<file path="src/rtl/configure.sv">
// configure -- shared types for the memory bus and the DMA engine.
//
// mem_in_type  : request from a bus master to the memory responder
//                (valid, instr, byte address, write data, byte strobes).
// mem_out_type : response from the memory responder
//                (ready, error, read data).
// dma_state_type : states of the mem_dma copy engine.
package configure;

    typedef struct packed {
        logic        mem_valid;
        logic        mem_instr;
        logic [31:0] mem_addr;
        logic [31:0] mem_wdata;
        logic [3:0]  mem_wstrb;
    } mem_in_type;

    typedef struct packed {
        logic        mem_ready;
        logic        mem_error;
        logic [31:0] mem_rdata;
    } mem_out_type;

    typedef enum logic [2:0] {
        IDLE,
        RD_REQ,
        RD_WAIT,
        WR_REQ,
        WR_WAIT,
        FINISH
    } dma_state_type;

    localparam logic [3:0]  WSTRB_WORD = 4'hF;
    localparam logic [31:0] WORD_BYTES = 32'd4;

    // The bus only ever carries word addresses, so the byte-offset bits are
    // cleared here rather than trusting the caller's alignment.
    function automatic logic [31:0] word_align(input logic [31:0] addr);
        return addr & ~32'd3;
    endfunction

endpackage

</file>
<file path="src/rtl/mem_dma.sv">
// mem_dma -- word-by-word memory-to-memory copy engine.
//
// Each word is read from src, held in a data register, then written to dst.
// A copy ends early (with error set) on a bus error or when the responder
// fails to answer within `timeout` cycles of an access.
//
// Parameters
//   len_width : width of the word count
//   timeout   : cycles to wait for mem_ready on each access before giving up
// Ports
//   clock     : single clock, rising edge
//   reset     : asynchronous, active-low
//   start     : one-cycle launch pulse, only honoured while idle
//   src_addr  : source byte address (word aligned)
//   dst_addr  : destination byte address (word aligned)
//   length    : number of 32-bit words to copy
//   busy      : high whenever the engine is not idle
//   done      : one-cycle pulse as a copy finishes
//   error     : sticky error flag, cleared by the next accepted start
//   dma_out   : request to the memory responder
//   dma_in    : response from the memory responder
module mem_dma
    import configure::*;
#(
    parameter int len_width = 16,
    parameter int timeout   = 255
) (
    input  logic                 clock,
    input  logic                 reset,
    input  logic                 start,
    input  logic [31:0]          src_addr,
    input  logic [31:0]          dst_addr,
    input  logic [len_width-1:0] length,
    output logic                 busy,
    output logic                 done,
    output logic                 error,
    output mem_in_type           dma_out,
    input  mem_out_type          dma_in
);

    dma_state_type        state;
    dma_state_type        next_state;
    logic [31:0]          src_reg;
    logic [31:0]          dst_reg;
    logic [31:0]          data_reg;
    logic [31:0]          wait_cnt;
    logic [len_width-1:0] count;
    logic                 timed_out;
    logic                 last_word;

    // The wait counter starts at zero on the first wait cycle, so this fires
    // on the timeout-th cycle spent waiting for a response.
    assign timed_out = (wait_cnt == 32'(timeout - 1));
    assign last_word = (count == len_width'(1));

    // State register.
    always_ff @(posedge clock or negedge reset) begin
        if (!reset) begin
            state <= IDLE;
        end else begin
            state <= next_state;
        end
    end

    // Next-state logic. A response carrying mem_error, or a timeout, aborts
    // the copy straight to FINISH so no further accesses are issued.
    always_comb begin
        next_state = state;
        case (state)
            IDLE: begin
                if (start) begin
                    next_state = (length == '0) ? FINISH : RD_REQ;
                end
            end
            RD_REQ:  next_state = RD_WAIT;
            RD_WAIT: begin
                if (dma_in.mem_ready) begin
                    next_state = dma_in.mem_error ? FINISH : WR_REQ;
                end else if (timed_out) begin
                    next_state = FINISH;
                end
            end
            WR_REQ:  next_state = WR_WAIT;
            WR_WAIT: begin
                if (dma_in.mem_ready) begin
                    if (dma_in.mem_error || last_word) begin
                        next_state = FINISH;
                    end else begin
                        next_state = RD_REQ;
                    end
                end else if (timed_out) begin
                    next_state = FINISH;
                end
            end
            FINISH:  next_state = IDLE;
            default: next_state = IDLE;
        endcase
    end

    // Datapath registers: addresses, remaining count, read data, wait
    // counter and the sticky error flag. A response with mem_error in
    // RD_WAIT leaves data_reg untouched so the bad word is never written.
    always_ff @(posedge clock or negedge reset) begin
        if (!reset) begin
            src_reg  <= '0;
            dst_reg  <= '0;
            data_reg <= '0;
            wait_cnt <= '0;
            count    <= '0;
            error    <= 1'b0;
        end else begin
            case (state)
                IDLE: begin
                    if (start) begin
                        error <= 1'b0;
                        if (length != '0) begin
                            src_reg <= src_addr;
                            dst_reg <= dst_addr;
                            count   <= length;
                        end
                    end
                end
                RD_REQ, WR_REQ: begin
                    wait_cnt <= '0;
                end
                RD_WAIT: begin
                    if (dma_in.mem_ready) begin
                        if (dma_in.mem_error) begin
                            error <= 1'b1;
                        end else begin
                            data_reg <= dma_in.mem_rdata;
                        end
                    end else if (timed_out) begin
                        error <= 1'b1;
                    end else begin
                        wait_cnt <= wait_cnt + 32'd1;
                    end
                end
                WR_WAIT: begin
                    if (dma_in.mem_ready) begin
                        if (dma_in.mem_error) begin
                            error <= 1'b1;
                        end else begin
                            src_reg <= src_reg + WORD_BYTES;
                            dst_reg <= dst_reg + WORD_BYTES;
                            count   <= count - len_width'(1);
                        end
                    end else if (timed_out) begin
                        error <= 1'b1;
                    end else begin
                        wait_cnt <= wait_cnt + 32'd1;
                    end
                end
                default: ;
            endcase
        end
    end

    // Outputs decoded from the state. Every bus field defaults to zero so
    // only the request states place anything on the bus.
    always_comb begin
        dma_out = '0;
        busy    = (state != IDLE);
        done    = (state == FINISH);
        case (state)
            RD_REQ: begin
                dma_out.mem_valid = 1'b1;
                dma_out.mem_addr  = word_align(src_reg);
            end
            WR_REQ: begin
                dma_out.mem_valid = 1'b1;
                dma_out.mem_addr  = word_align(dst_reg);
                dma_out.mem_wdata = data_reg;
                dma_out.mem_wstrb = WSTRB_WORD;
            end
            default: ;
        endcase
    end

endmodule

</file>
<file path="config.mk">
export PLATFORM = sky130hd
export DESIGN_NAME = mem_dma
export DESIGN_NICKNAME = d
export VERILOG_FILES = /design/src/rtl/configure.sv /design/src/rtl/mem_dma.sv
export SDC_FILE = /design/constraint.sdc
export NUM_CORES = 1
export LEC_CHECK = 0
export BUFFER_PORTS_ARGS = -buffer_cell sky130_fd_sc_hd__buf_2
export CAP_MARGIN = 20
export CORE_ASPECT_RATIO = 0.5
export CORE_MARGIN = 2
export CORE_UTILIZATION = 55
export DETAILED_ROUTE_END_ITERATION = 7
export PLACE_DENSITY = 0.91
export SLEW_MARGIN = 20
export SYNTH_ARGS = -nofsm -noshare
export SYNTH_HDL_FRONTEND = slang
export SYNTH_SLANG_ARGS = --single-unit
</file>
<file path="constraint.sdc">
create_clock -name clock -period 3.1 [get_ports clock]
set_input_delay 0 -clock clock [delete_from_list [all_inputs] [get_ports clock]]
set_output_delay 0 -clock clock [all_outputs]
set_load 0.05 [all_outputs]
</file>
==> metrics.md, run 1 <==
| Metric | Value |
|---|---|
| Outcome | `finished, final reports clean` |
| Maximum capacitance violations | `0` |
| Initial antenna violation count | `0` |
| H-tree depth | `4` |
| Seq cells post-synth | `144` |
| Resize count post-CTS | `0` |
| Die Footprint | `16,500 um^2` |
| Min Clock Period, post-route | `2860 ps` |
| DRC | `0` |
| Global placement routability congestion | `0.902` |
| Min-delay worst type | `input port to flop` |
| Mux contribution to synthesized area | `0.0436` |
| Min Hold Slack | `28.2 ps` |
| Total congestion overflow | `0` |
| Post-synth EDFFs | `0` |
| Placement Setup Slack | `444 ps` |
| Total track usage | `0.378` |
| Final Hold Viols | `0` |
| Yosys cell types | `65` |
| Hold Crit Start | `dma_in[33]` |
| Worst setup path class | `flop to primary output` |
| Std cell rows | `32` |
| Placed Area | `9510 um^2` |
| CTS buffer count | `17` |
| Clk sinks | `144` |
| Hold depth | `3` |
| Slew HR | `0.426` |
| Slowest Stage Delay on Critical Path | `480 ps` |
| Cell Chain, Critical Path | `buf_4 -> nand2b_1 -> inv_2 -> and2_1 -> buf_4 -> a22o_1 -> buf_2` |
| TritonRoute pass-1 iters | `7` |
| Number of global-route vias before repair | `9,646` |
| Top post-synthesis cells by area | `dfrtp_1 (42%), a21oi_1 (6.7%), mux2_2 (4.2%), nor2_1 (4.2%), and3_1 (3.5%)` |
| Die height | `91.9 um` |
| Worst-Margin Slew | `860 ps` |
| Deepest clock path buffer count | `2` |
| Final WL | `31.1 mm` |
| Sequential area share after synthesis | `0.424` |
| Yosys warnings | `0` |
| Clk_skew | `16.6 ps` |
| Main combinational cell family by area after synthesis | `simple AND/OR/NAND/NOR gates` |
| Period utilization | `0.924` |
| Max Freq | `349 MHz` |
| Post-synthesis compound-gate area fraction | `0.223` |
| Cell with the most instances after synthesis | `dfrtp_1` |
| Peak VDD IR | `746 uV` |
| Final worst slack | `236 ps` |
| DR vias/cell | `6.80` |
| I/O pin total | `190` |
| Ant. Diodes | `0` |
| Iteration-0 DRC Markers | `1,748` |
| Delay-heaviest family, CP | `buffers and inverters` |
| First-pass GRT wire length | `49.9 mm` |
| CTS tree | `built` |
| Endpoint type of the worst setup path | `primary output` |
| CTS clk-pin slew, worst paths | `70 ps` |
| Crit Path Max Fanout | `34` |
| Most used cell, CP | `buf_4` |
| Cell area after layout | `11,200 um^2` |
| Fin Setup TNS | `0 ps` |
| Yosys top cell area share | `0.424` |
| Starting Density | `0.557` |
| Post-Synth XOR/XNOR Area | `0.0258` |
| Port buffer count | `182` |
| R2r startpoint | `state[2]$_DFFE_PN0P_` |
| Layout area overhead | `31.7%` |
| Simple logic cell fraction of the synthesized area | `0.227` |
| Avg Cell Area, Syn | `8.68 um^2` |
| Routed Antenna Nets | `0` |
| Via count | `9,846` |
| Max-slew violations | `0` |
| R2R Path End | `state[2]$_DFFE_PN0P_` |
| Placeable Area | `15,300 um^2` |
| Pleak | `0.00498 uW` |
| Yosys top cell by area | `dfrtp_1` |
| Die width | `180 um` |
| Mapped Cells | `979` |
| Inst Count DP | `1,307` |
| Power Dens Cells | `926 nW/um^2` |
| Worst Hold Endpoint | `state[0]$_DFFE_PN0P_` |
| CP Buf/Inv Count | `4` |
| Synth Flop Type | `dfrtp_1` |
| Post-synth ARST share | `1.00` |
| Mapped cell area | `8490 um^2` |
| Worst Setup Start Kind | `flop` |
| Root buffer cell | `clkbuf_16` |
| Worst Path Arrival | `2860 ps` |
| Routed len/inst | `21.5 um` |
| Fraction of layout cells with a size suffix above 1 | `0.233` |
| Finished Layout Cells | `1,447` |
| Worst-skew pair later-pin latency | `440 ps` |
| R2r setup slk | `410 ps` |
| Synth Area in Adders | `0.00884` |
| Slowest-stage cell, CP | `dfrtp_1` |
| Cells on worst reg2reg path | `7` |
| # nets final | `1,353` |
| Setup Viol. Count Final | `0` |
| RSZ-0062 raised after global routing | `false` |
| Commonest cells in the netlist | `dfrtp_1 (144), a21oi_1 (113), nor2_1 (96)` |
| Largest net degree at the start of global routing | `117` |
| Req. time, crit path | `3100 ps` |
| Hpwl dp | `16.3 mm` |
repair_timing:
| action | 4_1_cts | 5_1_grt |
|---|---|---|
| hold buffers | 107 | 0 |
| setup buffers | 0 | 0 |
| endpoints found under the hold margin | 196 | 0 |
worst max path at each step:
stage / to / depth (start not counted) / slack [ps] / start
floorplan: dma_out[39] / 7 / 760 / state[2]$_DFFE_PN0P_
global route: dma_out[40] / 7 / 200 / state[0]$_DFFE_PN0P_
global placement: src_reg[18]$_DFFE_PN0P_ / 7 / 530 / length[8]
finish: dma_out[40] / 7 / 240 / state[0]$_DFFE_PN0P_
CTS: src_reg[18]$_DFFE_PN0P_ / 8 / 330 / length[8]
detailed placement: src_reg[18]$_DFFE_PN0P_ / 7 / 440 / length[8]
final cells by class:
| cell class | instances | area (um^2) |
|---|---|---|
| Multi-Input combinational cell | 744 | 4520 |
| Fill cell | 950 | 4070 |
| Sequential cell | 144 | 3600 |
| Timing Repair Buffer | 305 | 2150 |
| Clock buffer | 17 | 425 |
| Tap cell | 204 | 255 |
| Clock inverter | 15 | 164 |
| Inverter | 18 | 67.6 |
per-layer routing:
metal / routed length [um] / up-vias / track usage / part of all wire
met3: 3460 / 313 / 0.0989 / 0.11
li1: - / 4125 / - / -
met4: 2650 / 0 / 0.254 / 0.085
met1: 10900 / 4500 / 0.449 / 0.35
met5: 0 / - / 0 / 0
met2: 14100 / 908 / 0.612 / 0.45
worst reg2reg max path, cell delays in order (launching register included):
cell and delay, ps:
dfrtp_1 580, or3b_2 530, buf_4 370, nor4_2 420, nand2_1 180, o21ai_1 260
a221oi_1 130, o21ai_1 140
kinds of logic (layout without fill, tap and decap cells):
| logic type | Yosys count | count (layout) |
|---|---|---|
| adder cells (fa/ha/maj) | 6 | 6 |
| other | 1 | 3 |
| XOR/XNOR | 25 | 25 |
| multiplexers | 33 | 33 |
| AO/OA/AOI/OAI | 305 | 305 |
| AND/OR/NAND/NOR | 372 | 372 |
| flip-flops | 144 | 144 |
| buffers and inverters | 93 | 355 |
report_power, final:
group          switching, uW  internal [uW]  leakage (uW)  total [uW]
Combinational           3180           1530       0.00295        4710
Sequential               893           2600       0.00175        3490
Clock                   1000           1150      0.000289        2160
Total                   5080           5280       0.00498       10400
per-stage QoR:
| step | util | total power (uW) |
|---|---|---|
| finish | 0.733 | 10400 |
| CTS | 0.732 | 9870 |
| global placement | 0.624 | 7440 |
| detailed placement | 0.624 | 7640 |
| floorplan | - | 6530 |
| global route | 0.733 | 10800 |
cell usage in the layout, fill, tap and decap left out, types with 10 or more instances in the layout:
cell,Yosys,layout
nand2_1,65,64
mux2_2,32,32
dfrtp_1,144,144
dlygate4sd3_1,0,107
inv_1,17,17
o22ai_1,22,22
and4_1,10,10
and3_1,48,48
clkbuf_16,0,17
nor4_1,14,14
o21ai_0,57,57
nand3_1,46,46
or3_1,13,13
nor2_1,96,95
nand4_1,18,18
xnor2_1,19,19
buf_4,8,12
a22o_1,30,30
nor3_1,30,30
buf_2,19,181
a21oi_1,113,112
Note: power is estimated with default switching activity, not from simulation.
==> run 2, diff against run 1 <==
--- a/config.mk
+++ b/config.mk
@@ -12,6 +12,8 @@
 export CORE_UTILIZATION = 55
 export DETAILED_ROUTE_END_ITERATION = 7
 export PLACE_DENSITY = 0.91
+export RECOVER_POWER = 50
+export REMOVE_ABC_BUFFERS = 1
 export SLEW_MARGIN = 20
 export SYNTH_ARGS = -nofsm -noshare
 export SYNTH_HDL_FRONTEND = slang
==> run 2 against run 1 <==
The run now ends with DRC, capacitance limit, slew limit left; maximum frequency down 1.2%; first-iteration DRC count increased by 12%; clock power down 3%; clock skew hardly changed; cell count unchanged; clock-buffer cell count unchanged; sequential power barely moved; global-route usage rose by 2.1 points; via count rose by 1.4%; worst setup slack lost 36 ps; non-clock buffer count unchanged; die area stayed put; highest routed layer unchanged.
==> metrics.md, run 2 (same netlist as run 1, synthesis figures left out) <==
| Metric | Value |
|---|---|
| Final Hold Viols | `0 (unchanged)` |
| Final WL | `31.9 mm (+2.7%)` |
| Deepest clock path buffer count | `2 (unchanged)` |
| Slowest Stage Delay on Critical Path | `680 ps (+200 ps)` |
| Layout area overhead | `31.5%` |
| Resize count post-CTS | `0 (unchanged)` |
| Cell area after layout | `11,200 um^2 (-0.13%)` |
| Routed Antenna Nets | `0 (unchanged)` |
| Root buffer cell | `clkbuf_16` |
| Setup Viol. Count Final | `0 (unchanged)` |
| Slew HR | `-0.536 (-0.963)` |
| Die Footprint | `16,500 um^2 (unchanged)` |
| Delay-heaviest family, CP | `buffers and inverters` |
| H-tree depth | `4 (unchanged)` |
| Cells on worst reg2reg path | `6 (-1)` |
| Slowest-stage cell, CP | `dfrtp_1` |
| Max Freq | `345 MHz (-1.2%)` |
| Postcts setup bufs | `0 (unchanged)` |
| DR vias/cell | `6.90 (+1.4%)` |
| Power Dens Cells | `926 nW/um^2 (about the same)` |
| Routed len/inst | `22.0 um (+2.7%)` |
| Hold depth | `4 (+1)` |
| Most frequent cells in the layout | `buf_2 (178), dfrtp_1 (144), a21oi_1 (112)` |
| Req. time, crit path | `3100 ps (about the same)` |
| First-pass GRT wire length | `51.6 mm (+3.3%)` |
| Placeable Area | `15,300 um^2 (unchanged)` |
| Number of global-route vias before repair | `9,570 (-0.79%)` |
| CTS tree | `built` |
| Worst setup path class | `flop to primary output` |
| Placement Setup Slack | `639 ps (+195 ps)` |
| Total congestion overflow | `0 (unchanged)` |
| DRC | `17 (+17)` |
| Min Hold Slack | `32.3 ps (+4.13 ps)` |
| Ant. Diodes | `0 (unchanged)` |
| R2R Path End | `count[15]$_DFFE_PN0P_` |
| Total track usage | `0.399 (+0.0208)` |
| Clk sinks | `144 (unchanged)` |
| Period utilization | `0.935 (+0.0115)` |
| Min Clock Period, post-route | `2900 ps (+35.5 ps)` |
| Post-layout util | `0.732 (-0.000985)` |
| # nets final | `1,353 (unchanged)` |
| Endpoint type of the worst setup path | `primary output` |
| Outcome | `complete, but fails checks` |
| RSZ-0062 raised after global routing | `false` |
| I/O pin total | `190 (unchanged)` |
| Peak VDD IR | `576 uV (-23%)` |
| Die width | `180 um (unchanged)` |
| Worst-Margin Slew | `2300 ps (+1440 ps)` |
| Maximum capacitance violations | `1 (+1)` |
| Clk_skew | `16.5 ps (-0.132 ps)` |
| TritonRoute pass-1 iters | `8 (+1)` |
| Hold Crit Start | `dma_in[33]` |
| Die height | `91.9 um (unchanged)` |
| Port buffer count | `182 (unchanged)` |
| Min-delay worst type | `input port to flop` |
| Violated checks | `DRC, capacitance limit, slew limit` |
| Via count | `9,979 (+1.4%)` |
| Pleak | `0.00497 uW (-0.26%)` |
| Crit Path Max Fanout | `34 (unchanged)` |
| Initial antenna violation count | `0 (unchanged)` |
| Starting Density | `0.557 (unchanged)` |
| Worst Setup Start Kind | `flop` |
| Max-slew violations | `85 (+85)` |
| CTS buffer count | `17 (unchanged)` |
| Hpwl dp | `16.3 mm (+0.14%)` |
| Total power | `10,400 uW (about the same)` |
| Worst Path Arrival | `2900 ps (+40 ps)` |
| Final worst slack | `200 ps (-35.5 ps)` |
| CP Buf/Inv Count | `3 (-1)` |
| Most common cell after layout, fill and taps aside | `buf_2` |
| Iteration-0 DRC Markers | `1,952 (+12%)` |
| Std cell rows | `32 (unchanged)` |
| Largest net degree at the start of global routing | `86 (-26%)` |
| CTS clk-pin slew, worst paths | `70 ps (about the same)` |
| Cell Chain, Critical Path | `nand2b_1 -> inv_2 -> and2_1 -> buf_4 -> a22o_1 -> buf_2` |
| Fraction of layout cells with a size suffix above 1 | `0.222 (-0.0105)` |
| Worst-skew pair later-pin latency | `450 ps (about the same)` |
| Placed Area | `9510 um^2 (unchanged)` |
| Global placement routability congestion | `0.870 (-3.5%)` |
| R2r setup slk | `210 ps (-200 ps)` |
| Hold-fix buffers, CTS | `108 (+0.93%)` |
| R2r startpoint | `count[7]$_DFFE_PN0P_` |
| Worst Hold Endpoint | `wait_cnt[20]$_DFFE_PN0P_` |
==> run 2: cell count changes in the layout (fill, tap and decap cells not counted), moves of 3 or more <==
| cell | delta |
|---|---|
| buf_2 | -3 |
| mux2_1 | +9 |
| clkinv_8 | +3 |
| inv_6 | -3 |
| mux2_2 | -9 |
| clkbuf_1 | +3 |
==> run 2: how the worst max path moves through the flow <==
stage,cells past startpoint,endpoint,slack [ps],from
after detailed placement,7,src_reg[30]$_DFFE_PN0P_,640,state[0]$_DFFE_PN0P_
after CTS,5,dma_out[24],440,state[0]$_DFFE_PN0P_
final,6,dma_out[62],200,state[0]$_DFFE_PN0P_
after floorplan,5,count[10]$_DFFE_PN0P_,-3030,state[1]$_DFFE_PN0P_
after global routing,6,dst_reg[29]$_DFFE_PN0P_,90,dst_reg[4]$_DFFE_PN0P_
after global placement,7,src_reg[30]$_DFFE_PN0P_,710,state[0]$_DFFE_PN0P_
==> run 2: area by class of cell <==
type | instances | area [um^2]
clock inverter | 15 | 166
timing repair buffer | 305 | 2140
inverter | 18 | 67.6
clock buffer | 17 | 425
multi-input combinational | 744 | 4520
tap | 204 | 255
fill | 937 | 4080
sequential | 144 | 3600
==> run 2: power breakdown <==
group | switching [uW] | leakage [uW] | internal, uW
Combinational | 3230 | 0.00294 | 1500
Clock | 1020 | 0.000284 | 1080
Sequential | 919 | 0.00175 | 2600
==> run 2: per-layer routing <==
metal / part of all wire / global-route usage
met5: 0 / 0
met1: 0.35 / 0.485
met4: 0.079 / 0.259
met2: 0.46 / 0.627
met3: 0.12 / 0.117
==> run 2: worst register-to-register path, cell delays in order, from the launching register on <==
cell	delay [ps]
dfrtp_1	440
nor3_1	680
nand3_1	410
or3_1	500
o41ai_1	420
a21oi_1	170
a21oi_1	190
==> run 2: per-stage QoR <==
stage | instances | TNS (ps)
finish | 1447 | 0
global route | 1447 | 0
global placement | 1307 | 0
detailed placement | 1307 | 0
floorplan | 906 | -213720
CTS | 1447 | 0
